--- src/rtl/demux8_pkg.sv ---
// Shared types and helpers for the 8-slot write demultiplexer.
// Imported by the slot sub-module and the demux8_reg top.
package demux8_pkg;

    localparam int unsigned NUM_SLOTS = 8;

    typedef logic [2:0] slot_sel_t;
    typedef logic [3:0] occ_count_t;

    function automatic occ_count_t popcount8(input logic [NUM_SLOTS-1:0] v);
        occ_count_t n;
        n = '0;
        for (int i = 0; i < NUM_SLOTS; i++) begin
            n = n + occ_count_t'(v[i]);
        end
        return n;
    endfunction

endpackage

--- src/rtl/demux8_slot.sv ---
// One holding slot: a data register plus its valid flag.
// A write wins over an ack, so drain-and-refill in one cycle leaves the slot valid.
module demux8_slot #(
    parameter int unsigned width = 16
) (
    input  logic             clk,
    input  logic             reset,
    input  logic             wr_en,
    input  logic             ack,
    input  logic [width-1:0] d,
    output logic [width-1:0] q,
    output logic             valid
);

    logic [width-1:0] q_q;
    logic             valid_q;

    always_ff @(posedge clk) begin
        if (reset) begin
            q_q     <= '0;
            valid_q <= 1'b0;
        end else if (wr_en) begin
            q_q     <= d;
            valid_q <= 1'b1;
        end else if (ack) begin
            // Data is left stale on consumption.
            valid_q <= 1'b0;
        end
    end

    assign q     = q_q;
    assign valid = valid_q;

endmodule

--- src/rtl/demux8_reg.sv ---
// Routes one producer word into one of eight holding slots with per-slot backpressure.
// Holds the select decode, the in_ready mux and the registered occupancy counter.
module demux8_reg
    import demux8_pkg::*;
#(
    parameter int unsigned width = 16
) (
    input  logic                 clk,
    input  logic                 reset,
    input  logic                 in_valid,
    output logic                 in_ready,
    input  slot_sel_t            sel,
    input  logic [width-1:0]     in_data,
    output logic [width-1:0]     a,
    output logic [width-1:0]     b,
    output logic [width-1:0]     c,
    output logic [width-1:0]     d,
    output logic [width-1:0]     e,
    output logic [width-1:0]     f,
    output logic [width-1:0]     g,
    output logic [width-1:0]     h,
    output logic [NUM_SLOTS-1:0] out_valid,
    input  logic [NUM_SLOTS-1:0] out_ack,
    output occ_count_t           count,
    output logic                 full,
    output logic                 empty
);

    logic                 fire;
    logic [NUM_SLOTS-1:0] wr_en;
    logic [NUM_SLOTS-1:0] slot_valid;
    logic [NUM_SLOTS-1:0] eff_ack;
    logic [width-1:0]     slot_q [NUM_SLOTS];
    occ_count_t           count_q;
    occ_count_t           count_d;

    // A full slot being acked this cycle can take a new word in the same cycle.
    assign in_ready = ~slot_valid[sel] | out_ack[sel];
    assign fire     = in_valid & in_ready;

    always_comb begin
        wr_en = '0;
        for (int i = 0; i < NUM_SLOTS; i++) begin
            wr_en[i] = fire && (sel == slot_sel_t'(i));
        end
    end

    for (genvar i = 0; i < NUM_SLOTS; i++) begin : g_slot
        demux8_slot #(
            .width(width)
        ) u_slot (
            .clk  (clk),
            .reset(reset),
            .wr_en(wr_en[i]),
            .ack  (out_ack[i]),
            .d    (in_data),
            .q    (slot_q[i]),
            .valid(slot_valid[i])
        );
    end

    // Acks on empty slots do not count; eff_ack is a subset of slot_valid so no underflow.
    assign eff_ack = out_ack & slot_valid;

    always_comb begin
        count_d = count_q - popcount8(eff_ack) + occ_count_t'(fire);
    end

    always_ff @(posedge clk) begin
        if (reset) begin
            count_q <= '0;
        end else begin
            count_q <= count_d;
        end
    end

    assign a = slot_q[0];
    assign b = slot_q[1];
    assign c = slot_q[2];
    assign d = slot_q[3];
    assign e = slot_q[4];
    assign f = slot_q[5];
    assign g = slot_q[6];
    assign h = slot_q[7];

    assign out_valid = slot_valid;
    assign count     = count_q;
    assign full      = (count_q == occ_count_t'(NUM_SLOTS));
    assign empty     = (count_q == '0);

endmodule

--- config.mk ---
export PLATFORM = sky130hd
export DESIGN_NAME = demux8_reg
export DESIGN_NICKNAME = d
export VERILOG_FILES = /design/src/rtl/demux8_pkg.sv /design/src/rtl/demux8_slot.sv /design/src/rtl/demux8_reg.sv
export SDC_FILE = /design/constraint.sdc
export NUM_CORES = 1
export LEC_CHECK = 0
export CAP_MARGIN = 5
export CELL_PAD_IN_SITES_DETAIL_PLACEMENT = 0
export CELL_PAD_IN_SITES_GLOBAL_PLACEMENT = 1
export CORE_ASPECT_RATIO = 0.9
export CORE_UTILIZATION = 50
export DETAILED_ROUTE_END_ITERATION = 6
export DONT_BUFFER_PORTS = 1
export GPL_ROUTABILITY_DRIVEN = 0
export GPL_TIMING_DRIVEN = 0
export HOLD_SLACK_MARGIN = 0.15
export PLACE_DENSITY_LB_ADDON = 0.12
export SYNTH_ARGS = -nofsm -noshare
export SYNTH_HDL_FRONTEND = slang
export SYNTH_HIERARCHICAL = 1
export SYNTH_SLANG_ARGS = --single-unit
--- constraint.sdc ---
create_clock -name clk -period 6.5 [get_ports clk]
set_clock_uncertainty 0.1 [all_clocks]
set_input_delay 0.65 -clock clk [delete_from_list [all_inputs] [get_ports clk]]
set_output_delay 0.65 -clock clk [all_outputs]
set_load 0.1 [all_outputs]
# == Word-level counts from Yosys, hierarchy flattened ==
# Index checks and enable logic that the tools add are counted.
# word_totals
word_cells,77
romBits,0
latchBits,0
n_memories,0
out_inout_bits,143
ram_bits,0
regBits,140
input_bits,30
# classes
n_shift,0
n_bitwise,4
n_div,0
n_lt_le_gt_ge,1
addsub,9
mux,20
n_eq_ne,8
reduce_logical,18
mul,0
# ops
cell,count
$add 4x1->4,5
$mux 1,18
$reduce_bool 2->1,8
$eq 3x3->1 const B,4
$and 8x8->8,1
$logic_and 1x1->1,8
$bmux 1 s3,2
$eq 3x2->1 const B,2
$add 3x1->4,1
$eq 4x4->1 const B,1
$logic_not 4->1,1
$lt 3x4->1 const B,1
$sub 4x4->4,1
$add 2x1->3,1
$eq 3x1->1 const B,1
$logic_not 3->1,1
$add 1x1->2,1
$and 1x1->1,1
$not 1->1,1
$or 1x1->1,1

# == Depth between registers and ports, before layout ==
# depth
ltp_word,10
depth_mapped,13
mapped_depth_nobuf,13

# == Cells and area by module ==
# The synthesis kept the hierarchy.
# modules_own_cells
mod,seq_area_each_um2,cells_each,instances,area_each_um2
demux8_slot,340.3,56,8,616.8
demux8_reg,80.1,74,1,646.9

# == Least setup slack after synthesis ==
# No wires, ideal clock.
# synth_path
path_type,register to output
startpoint,"register count_q[3], in the netlist count[3]"
endpoint,output port full
path_slack_ns,1.610
stages_incl_launch_ff,2
path_buffers,0
arrival_time_ns,4.140
required_ns,5.750
path_cell_list,dfxtp_1 nor4b_1
# synth_between
elab_chain_cells,1
# synth_rtl
element,line_no,text
from (decl),demux8_reg.sv:34,occ_count_t count_q;
from (signal assigned),demux8_reg.sv:73,count_q <= count_d;
$eq 4x4->1,demux8_reg.sv:88,assign full = (count_q == occ_count_t'(NUM_SLOTS));
to (decl),demux8_reg.sv:25,"output logic full,"
# No other way between the ends.

# == Worst setup path after layout ==
# layout_path
startpoint,register g_slot[7].u_slot.valid_q
endpoint,"register count_q[3], in the netlist count[3]"
# layout_between
elab_chain_cells,6
word_cells_on_any_way,9
classes_between,3 x add/sub; 2 x mux; 4 x bitwise
# layout_rtl
element,line_no,text
from (decl),demux8_slot.sv:16,logic valid_q;
from (signal assigned),demux8_slot.sv:21,valid_q <= 1'b0;
from (signal assigned),demux8_slot.sv:24,valid_q <= 1'b1;
from (signal assigned),demux8_slot.sv:27,valid_q <= 1'b0;
"parallel branches: the longest is 5 deep, another holds $add 4x1->4",n/a,
$add 4x1->4 *,demux8_reg.sv:66,count_d = count_q - popcount8(eff_ack) + occ_count_t'(fire);
# Every way passes the cells marked *. The select of a mux whose other input is x is not followed.
# A chain may end at the register's enable or synchronous reset.

==> metrics.txt <==
register area share after synthesis=50.2%; Mapped Nets=565; Ports=~170; number of global-route vias before repair=between 3,000 and 4,000; final worst-path cycle share=about two thirds; Total GRT Usage=23.4%; WP data arrival=between 4000 and 5000 ps; Worst setup EP type=flop; DRT antenna net count=0; VDD IR max=~200 uV; Synth cell types=25; synthesized instance count=522; status=completed; setup TNS=0 ps; Final nets=586; max_cap viols=0; clock buffer depth=2; max-slew violation count=0; initial drt markers=roughly 130; crit path launch type=flop; most frequent cells in the layout=140 x dfxtp_1, 129 x nor2_1, 128 x mux2i_1; core box area=~11,000 um^2; Switch Pwr=0.000666 W; Pleak=around 2.3 nW; PwrDens=roughly 350 nW/um^2; post-CTS sizing=0; HP Class=in -> reg; hold buffers post-CTS=0; DRC violations left=0; H-tree level count=4; met1 usage=approximately a quarter; P_int=0.00156 W; Syn Std Cell Area=~5600 um^2; #FFs+latches synth=140; CTS sink count=140; minimum clock period=4270 ps; pin count of the biggest net entering global routing=17; routed wire length=between 10,000 and 15,000 um; total power=0.00223 W; Final setup violation count=0; layout cells sized above 1=a little over an eighth; # diodes=0; sw frac=about 30%; crit path kind=reg -> reg; Starting Density=51.4%; grt peak-use layer=met2; combinational share of power=8.0%; drt via density=5.11; remaining global-route overflow=0; clk root buf=clkbuf_16; Final Hold Fails=0; initial antenna violation count=0; Layout area overhead=15.1%; HPWL after DPL=around 9500 um; RSZ-0062 raised after global routing=no; Least-Margin Pin Slew=~1100 ps; area leader, netlist=dfxtp_1; Max-slew headroom=roughly a quarter; M2 GR Usage=around 39%; fin util=59.2%; Clk pwr share=between 40% and 50%; Flop pwr share=~49%; Initial DRT Pass Iterations=5; via count=~3,600; clk slew on worst S/H paths=about 60 ps; num rows=36; average size of a mapped cell=around 11 um^2; Post-CTS Setup Bufs=0; clk_lat worst skew=between 400 and 500 ps; f_max=roughly 230 MHz; CTS tree=yes; fin cells=~710; Avg WL per Cell=about 19 um; die height=between 100 and 150 um; Crit path required time=~6700 ps; synthesis warning total=6; met3 usage=12.1%; area share of the largest cell type after synthesis=about 50%; worst-path fanout max=5; commonest non-fill, non-tap cell in the layout=dfxtp_1; first-pass GRT wire length=between 15,000 and 20,000 um; IO Port Bufs=0; CTS buffer count=17; Placed Cells=676; top post-synthesis cells by area=dfxtp_1 50%, mux2i_1 23%, nor2_1 8.7%, buf_12 2.9%, fa_1 2.2%; Die Width=113 um; die area=11,600 um^2
-- power by group through the flow --
stage,combinational (W),sequential [W],clock [W]
global placement,0.000154,0.00111,0
floorplan,0.000139,0.00110,0
CTS,0.000180,0.00109,0.000980
global route,0.000196,0.00110,0.00102
detailed placement,0.000179,0.00111,0
finish,0.000178,0.00109,0.000958
-- registers in the layout, summed over array words and instances (netlist names) --
signal,count
g_slot.u_slot/valid,8
g_slot.u_slot/q,128
count,4
-- per-stage QoR --
| stage | worst slack (ps) | instance area [um^2] | hold WS (ps) |
|---|---|---|---|
| after floorplan | 1610 | 5580 | 622 |
| after global placement | 1560 | 5770 | 624 |
| after detailed placement | 2230 | 5830 | 627 |
| after CTS | 2210 | 6420 | 184 |
| after global routing | 2060 | 6420 | 180 |
| final | 2230 | 6420 | 203 |
-- routing by layer --
| metal | up-vias | routed length, um |
|---|---|---|
| met1 | 1706 | 5280 |
| met5 | - | 0 |
| met2 | 131 | 6320 |
| li1 | 1767 | - |
| met4 | 0 | 194 |
| met3 | 13 | 1370 |
-- final timing paths --
check	startpoint	endpoint	slack, ps	cells after the start
min	reset	count[1]$_SDFF_PP0_	200	1
min reg2reg	g_slot[4].u_slot/valid$_SDFFE_PP0P_	g_slot[4].u_slot/valid$_SDFFE_PP0P_	870	2
max	g_slot[7].u_slot/valid$_SDFFE_PP0P_	count[3]$_SDFF_PP0_	2230	12
max reg2reg	g_slot[7].u_slot/valid$_SDFFE_PP0P_	count[3]$_SDFF_PP0_	2230	12
-- synthesized netlist by cell type --
master       n
nor2b_1     10
buf_2       16
buf_6        8
nand2b_1    10
nor3_1       4
mux2i_1    128
inv_1       19
nor2_1     129
xnor2_1      3
and2_1       2
nand2_1      7
a21oi_1     10
fa_1         6
nor4_1       3
and2_2       1
or3b_2       2
ha_1         7
nand3b_1     2
a211oi_1     1
a2111oi_2    1
dfxtp_1    140
mux4_2       1
nor4b_1      3
nor2b_4      1
buf_12       8
-- final cells by class --
type,count,area (um^2)
plain buffers,32,330
clock buffers,23,488
clock inverters,9,110
fillers,931,4430
inverters,19,71.3
multi-input cells,331,2400
flip-flops and latches,140,2800
well taps,152,190
repair buffers,2,30.0
-- cells by family after synthesis --
kind of cell	synth area share, %
AOI/OAI and AO/OA	1.30
and+or+nand+nor	13.7
buffers and inverters	7.20
DFF	50.2
xor gates and xnor gates	0.471
adders and majority gates	3.72
muxes	23.4
-- worst max-delay path, stage by stage, from the launching register on --
cell and delay [ps]:
dfxtp_1 1060, nand2_1 180, fa_1 470, fa_1 490, inv_1 50, fa_1 400, fa_1 510, inv_1 40
ha_1 280, ha_1 200, xnor2_1 180, xnor2_1 140, nor2_1 50
(Power assumes the default switching activity.)
